==> config.mk <==
export PLATFORM = sky130hd
export DESIGN_NAME = pixel_write_buffer_flat
export DESIGN_NICKNAME = d
export VERILOG_FILES = /design/src/rtl/pixel_write_buffer_if.sv /design/src/rtl/pixel_write_buffer.sv /design/src/flat_wrapper.sv
export SDC_FILE = /design/constraint.sdc
export NUM_CORES = 1
export LEC_CHECK = 0
export ABC_AREA = 1
export BUFFER_PORTS_ARGS = -buffer_cell sky130_fd_sc_hd__buf_4
export CAP_MARGIN = 15
export CORE_MARGIN = 4
export CORE_UTILIZATION = 56
export CTS_CLUSTER_SIZE = 25
export DETAILED_ROUTE_END_ITERATION = 7
export GPL_TIMING_DRIVEN = 1
export PLACE_DENSITY_LB_ADDON = 0.05
export SETUP_SLACK_MARGIN = 0.5
export SLEW_MARGIN = 20
export SYNTH_ARGS = -nofsm -noshare
export SYNTH_HDL_FRONTEND = slang
export SYNTH_SLANG_ARGS = --single-unit
==> constraint.sdc <==
create_clock -name clk -period 5.15 [get_ports clk]
set_clock_uncertainty 0.15 [all_clocks]
set_input_delay 0.2575 -clock clk [delete_from_list [all_inputs] [get_ports clk]]
set_output_delay 0.2575 -clock clk [all_outputs]
set_load 0.005 [all_outputs]
==> src/rtl/pixel_write_buffer_if.sv <==
// Bus bundle between the memory stage, the pixel write buffer and the frame-buffer port.
// The master side drives stores and out_ready; the slave side is the buffer itself.
interface pixel_write_buffer_if #(
   parameter int ADDR_W = 32,
   parameter int PIX_W  = 32,
   parameter int DEPTH  = 16
) ();
   localparam int CNT_W = $clog2(DEPTH) + 1;

   logic              pix_we;
   logic [ADDR_W-1:0] pix_addr;
   logic [PIX_W-1:0]  pix_data;
   logic              out_valid;
   logic [ADDR_W-1:0] out_addr;
   logic [PIX_W-1:0]  out_data;
   logic              out_ready;
   logic              stall_req;
   logic              full;
   logic              empty;
   logic [CNT_W-1:0]  count;
   logic              overflow;

   modport master (
      output pix_we, pix_addr, pix_data, out_ready,
      input  out_valid, out_addr, out_data, stall_req, full, empty, count, overflow
   );

   modport slave (
      input  pix_we, pix_addr, pix_data, out_ready,
      output out_valid, out_addr, out_data, stall_req, full, empty, count, overflow
   );
endinterface

==> src/rtl/pixel_write_buffer.sv <==
// FIFO of pixel stores between the memory stage and the frame-buffer port.
// stall_req rises while few entries remain free so in-flight stores always fit.
module pixel_write_buffer #(
   parameter int ADDR_W       = 32,
   parameter int PIX_W        = 32,
   parameter int DEPTH        = 16,
   parameter int STALL_MARGIN = 3
) (
   input logic                 clk,
   input logic                 reset,
   pixel_write_buffer_if.slave bus
);
   localparam int PTR_W = $clog2(DEPTH);
   localparam int CNT_W = PTR_W + 1;
   localparam int ENT_W = ADDR_W + PIX_W;
   localparam logic [CNT_W-1:0] DEPTH_C  = CNT_W'(DEPTH);
   localparam logic [CNT_W-1:0] MARGIN_C = CNT_W'(STALL_MARGIN);

   logic [ENT_W-1:0] mem_r [DEPTH];
   logic [PTR_W-1:0] wr_ptr_r;
   logic [PTR_W-1:0] rd_ptr_r;
   logic [CNT_W-1:0] count_r;
   logic             overflow_r;

   logic             full_s;
   logic             valid_s;
   logic             push_s;
   logic             pop_s;
   logic [CNT_W-1:0] free_s;
   logic [ENT_W-1:0] head_s;

   // A store arriving while full is rejected even if the head leaves this cycle.
   assign full_s  = (count_r == DEPTH_C);
   assign valid_s = (count_r != {CNT_W{1'b0}});
   assign push_s  = bus.pix_we & ~full_s;
   assign pop_s   = valid_s & bus.out_ready;
   assign free_s  = DEPTH_C - count_r;

   // pointers, occupancy and sticky overflow flag
   always_ff @(posedge clk or posedge reset) begin
      if (reset) begin
         wr_ptr_r   <= {PTR_W{1'b0}};
         rd_ptr_r   <= {PTR_W{1'b0}};
         count_r    <= {CNT_W{1'b0}};
         overflow_r <= 1'b0;
      end else begin
         if (push_s) begin
            wr_ptr_r <= wr_ptr_r + PTR_W'(1);
         end
         if (pop_s) begin
            rd_ptr_r <= rd_ptr_r + PTR_W'(1);
         end
         case ({push_s, pop_s})
            2'b10:   count_r <= count_r + CNT_W'(1);
            2'b01:   count_r <= count_r - CNT_W'(1);
            default: count_r <= count_r;
         endcase
         if (bus.pix_we & full_s) begin
            overflow_r <= 1'b1;
         end
      end
   end

   // entry storage; contents are left untouched by reset
   always_ff @(posedge clk) begin
      if (push_s) begin
         mem_r[wr_ptr_r] <= {bus.pix_addr, bus.pix_data};
      end
   end

   // head entry presented from registered state, zero when nothing is queued
   always_comb begin
      head_s = {ENT_W{1'b0}};
      if (valid_s) begin
         head_s = mem_r[rd_ptr_r];
      end else begin
         head_s = {ENT_W{1'b0}};
      end
   end

   assign bus.out_valid = valid_s;
   assign bus.out_addr  = head_s[ENT_W-1:PIX_W];
   assign bus.out_data  = head_s[PIX_W-1:0];
   assign bus.stall_req = (free_s <= MARGIN_C);
   assign bus.full      = full_s;
   assign bus.empty     = ~valid_s;
   assign bus.count     = count_r;
   assign bus.overflow  = overflow_r;
endmodule

==> src/flat_wrapper.sv <==
// flat-port wrapper written by rule: the top's interface ports become plain ports
module pixel_write_buffer_flat 
#(
   parameter int ADDR_W       = 32,
   parameter int PIX_W        = 32,
   parameter int DEPTH        = 16,
   parameter int STALL_MARGIN = 3
)
  (clk, reset, bus_pix_we, bus_pix_addr, bus_pix_data, bus_out_ready, bus_out_valid, bus_out_addr, bus_out_data, bus_stall_req, bus_full, bus_empty, bus_count, bus_overflow);
  pixel_write_buffer_if #(.ADDR_W(ADDR_W), .PIX_W(PIX_W), .DEPTH(DEPTH)) bus_i ();
  input logic clk;
  input logic reset;
  input wire logic [$bits(bus_i.pix_we)-1:0] bus_pix_we;
  input wire logic [$bits(bus_i.pix_addr)-1:0] bus_pix_addr;
  input wire logic [$bits(bus_i.pix_data)-1:0] bus_pix_data;
  input wire logic [$bits(bus_i.out_ready)-1:0] bus_out_ready;
  output wire logic [$bits(bus_i.out_valid)-1:0] bus_out_valid;
  output wire logic [$bits(bus_i.out_addr)-1:0] bus_out_addr;
  output wire logic [$bits(bus_i.out_data)-1:0] bus_out_data;
  output wire logic [$bits(bus_i.stall_req)-1:0] bus_stall_req;
  output wire logic [$bits(bus_i.full)-1:0] bus_full;
  output wire logic [$bits(bus_i.empty)-1:0] bus_empty;
  output wire logic [$bits(bus_i.count)-1:0] bus_count;
  output wire logic [$bits(bus_i.overflow)-1:0] bus_overflow;
  assign bus_i.pix_we = bus_pix_we;
  assign bus_i.pix_addr = bus_pix_addr;
  assign bus_i.pix_data = bus_pix_data;
  assign bus_i.out_ready = bus_out_ready;
  assign bus_out_valid = bus_i.out_valid;
  assign bus_out_addr = bus_i.out_addr;
  assign bus_out_data = bus_i.out_data;
  assign bus_stall_req = bus_i.stall_req;
  assign bus_full = bus_i.full;
  assign bus_empty = bus_i.empty;
  assign bus_count = bus_i.count;
  assign bus_overflow = bus_i.overflow;
  pixel_write_buffer #(.ADDR_W(ADDR_W), .PIX_W(PIX_W), .DEPTH(DEPTH), .STALL_MARGIN(STALL_MARGIN)) u_core (.clk(clk), .reset(reset), .bus(bus_i));
endmodule
==> results.sh <==
export IMPL_final_area_mm2=0.05008
export IMPL_ys_types=23
export IMPL_top_usage_layer="met2"
export IMPL_clk_pin_slew_ps=60
export IMPL_drv_cap=0
export IMPL_dr_pass1_iters=5
export IMPL_place_area_mm2=0.04609
export IMPL_crit_type="flop to primary output"
export IMPL_rr_startpoint="u_core.bus.count[0]"
export IMPL_grt_pass1_wl_um=165600
export IMPL_synth_area_mm2=0.04411
export IMPL_hold_violations=0
export IMPL_cts_hold_fix_buffers=67
export IMPL_cts_tree="done"
export IMPL_ys_seq_elements=1038
export IMPL_status="finished, final reports clean"
export IMPL_start_util_pct=56.75
export IMPL_drc=0
export IMPL_grt_pass1_vias=27497
export IMPL_slew_headroom_pct=24.28
export IMPL_wl_um=108700
export IMPL_die_y_um=288.7
export IMPL_cts_resized=0
export IMPL_drive_gt1_share_pct=8.240
export IMPL_cp_common_cell="nand2_1"
export IMPL_fillerInstances=5973
export IMPL_path_cells="clkinv_16, buf_4, nand2_1, nand2_1, nand2_1, nand3_1, nand3_1, a21oi_1, buf_4"
export IMPL_regToRegSetupSlack_ps=1210
export IMPL_io_pins=142
export IMPL_cts_setup_buffers=0
export IMPL_area_delta_synth_final_pct=13.53
export IMPL_core_area_mm2=0.07772
export IMPL_setup_tns_ps=0
export IMPL_arrival_ps=3830
export IMPL_grtUsageMet1_pct=37.60
export IMPL_crit_fanout=189
export IMPL_min_path_type="primary input to async pin"
export IMPL_syn_num_nets=4201
export IMPL_insertion_delay_ps=660
export IMPL_finalCriticalPeriod_ps=4233
export IMPL_die_area_mm2=0.08332
export IMPL_tightest_slew_ps=1136
export IMPL_cts_made_buffers=105
export IMPL_yosysSeqAreaShare_pct=70.51
export IMPL_hpwl_um=54460
export IMPL_use_met2_pct=42.68
export IMPL_grt_max_degree=190
export IMPL_power_leakage_uw=0.02074
export IMPL_fin_crit_sh_pct=82.19
export IMPL_max_freq_ghz=0.2362
export IMPL_syn_inst=4120
export IMPL_antenna_found_initial=2
export IMPL_crit_required_ps=4740
export IMPL_nets=4352
export IMPL_slowest_delay_ps=830
export IMPL_start_kind="flop"
export IMPL_io_buffers=141
export IMPL_grt_usage_pct=26.11
export IMPL_power_density_mw_per_mm2=552.0
export IMPL_die_w_um=288.7
export IMPL_h_tree_depth=3
export IMPL_cts_root_buf="clkbuf_16"
export IMPL_rows=102
export IMPL_rsz0062_at_grt="false"
export IMPL_via_count=28797
export IMPL_drt_iter0_drc=2792
export IMPL_cts_sinks=1038
export IMPL_vdd_drop_max_mv=0.4739
export IMPL_end_kind="primary output"
export IMPL_wire_per_inst_um=20.13
export IMPL_gp_congestion=0.7678
export IMPL_viasPerCell=5.334
export IMPL_gr_total_overflow=0
export IMPL_critPathSlowestCell="buf_4"
export IMPL_drtAntennaViolNets=0
export IMPL_drv_slew=0
export IMPL_syn_mean_instance_area_um2=10.71
export IMPL_yosys_warnings=0
export IMPL_reg2reg_to="u_core.mem_r[9][40]"
export IMPL_cts_max_path_buffers=3
export IMPL_ff2ff_path_depth=9
export IMPL_setup_viol_count_final=0
export IMPL_use_met3_pct=3.339
==> power by group <==
part	switching (uW)	internal [uW]	total (uW)
registers	373	10200	10500
clock network	3090	4300	7390
logic	6630	3090	9720
total	10100	17500	27600
==> flip-flops by register name (all words and copies together), names as in the netlist <==
register	flops
u_core.bus.count	5
u_core.bus.overflow	1
u_core.mem_r	1024
u_core.rd_ptr_r	4
u_core.wr_ptr_r	4
==> worst max path at each step <==
| stage | startpoint | endpoint | slack, ps | cells past startpoint |
|---|---|---|---|---|
| floorplan | u_core.bus.count[0] | u_core.mem_r[11][0] | 180 | 8 |
| global route | u_core.rd_ptr_r[0] | bus_out_data[19] | 680 | 9 |
| finish | u_core.rd_ptr_r[0] | bus_out_data[16] | 920 | 9 |
| detailed placement | u_core.bus.count[0] | u_core.mem_r[9][38] | 1200 | 9 |
| CTS | u_core.rd_ptr_r[0] | bus_out_data[16] | 790 | 9 |
| global placement | u_core.bus.count[0] | u_core.mem_r[9][43] | 1200 | 9 |
==> metal layers <==
metal | up-vias | part of all wire [%]
met4 | 0 | 2.2
met1 | 13812 | 43
met5 | - | 0
met2 | 1003 | 48
li1 | 13822 | -
met3 | 160 | 7.0
==> metrics by stage <==
step	utilization, %	cells	worst slack [ps]	hold slack [ps]	total power (uW)
global route	64.43	5398	681.0	181.3	29210
finish	64.43	5399	917.1	133.0	27640
floorplan	-	4120	181.8	-3.281	16830
detailed placement	59.30	5137	1203	275.6	20400
global placement	59.30	5137	1201	277.8	20350
CTS	64.42	5397	793.1	127.7	27840
==> kinds of logic (layout without fill, tap and decap cells) <==
kind of cell    Yosys count  count (layout)  synth area share, %
simple gates           2230            2230                20.83
flops                  1038            1038                70.51
buf+inv                 754             991                7.208
compound gates           74              74               0.8652
other cells               0               2                    0
fa+ha+maj                13              13               0.3688
xor+xnor                 11              11               0.2184
==> cells in the mapped netlist (all sizes together) <==
master	instances	area share, %
o21bai	1	0.017
clkbuf	37	0.31
o21ai	5	0.057
ha	13	0.37
xor2	9	0.18
nand3	648	7.4
nor2	18	0.15
xnor2	2	0.040
a21oi	65	0.74
o221ai	1	0.020
nand2	1560	13
edfxtp	1024	70
nand4	2	0.028
dfrtp	14	0.79
buf	182	2.3
nor3	2	0.023
a21o	2	0.034
inv	535	4.6
==> cells in the final DEF (no fill, tap or decap), drive strengths merged, types with 13 or more instances in the layout <==
cell / instances
dfrtp: 14
nor2: 18
nand2: 1560
dlygate4sd3: 67
buf: 196
nand3: 648
a21oi: 65
ha: 13
edfxtp: 1024
clkinv: 44
clkbuf: 138
inv: 536
==> critical path: cells and delay by family (launching register included) <==
kind | cells | cell delay (ps)
compound gates | 1 | 330
buf+inv | 3 | 1420
flops | 1 | 760
simple gates | 5 | 470
==> area by class of cell <==
cell class              instances  area (um2)  area share (%)
clock inverters                55       478.0          0.9544
clock buffers                 138        2836           5.664
flip-flops and latches       1038       31110           62.13
well taps                    1040        1301           2.599
inverters                     535        2049           4.093
multi-input cells            2328        9962           19.89
repair buffers                263        2330           4.652
diodes                          2       5.005        0.009994
(Power assumes the default switching activity.)
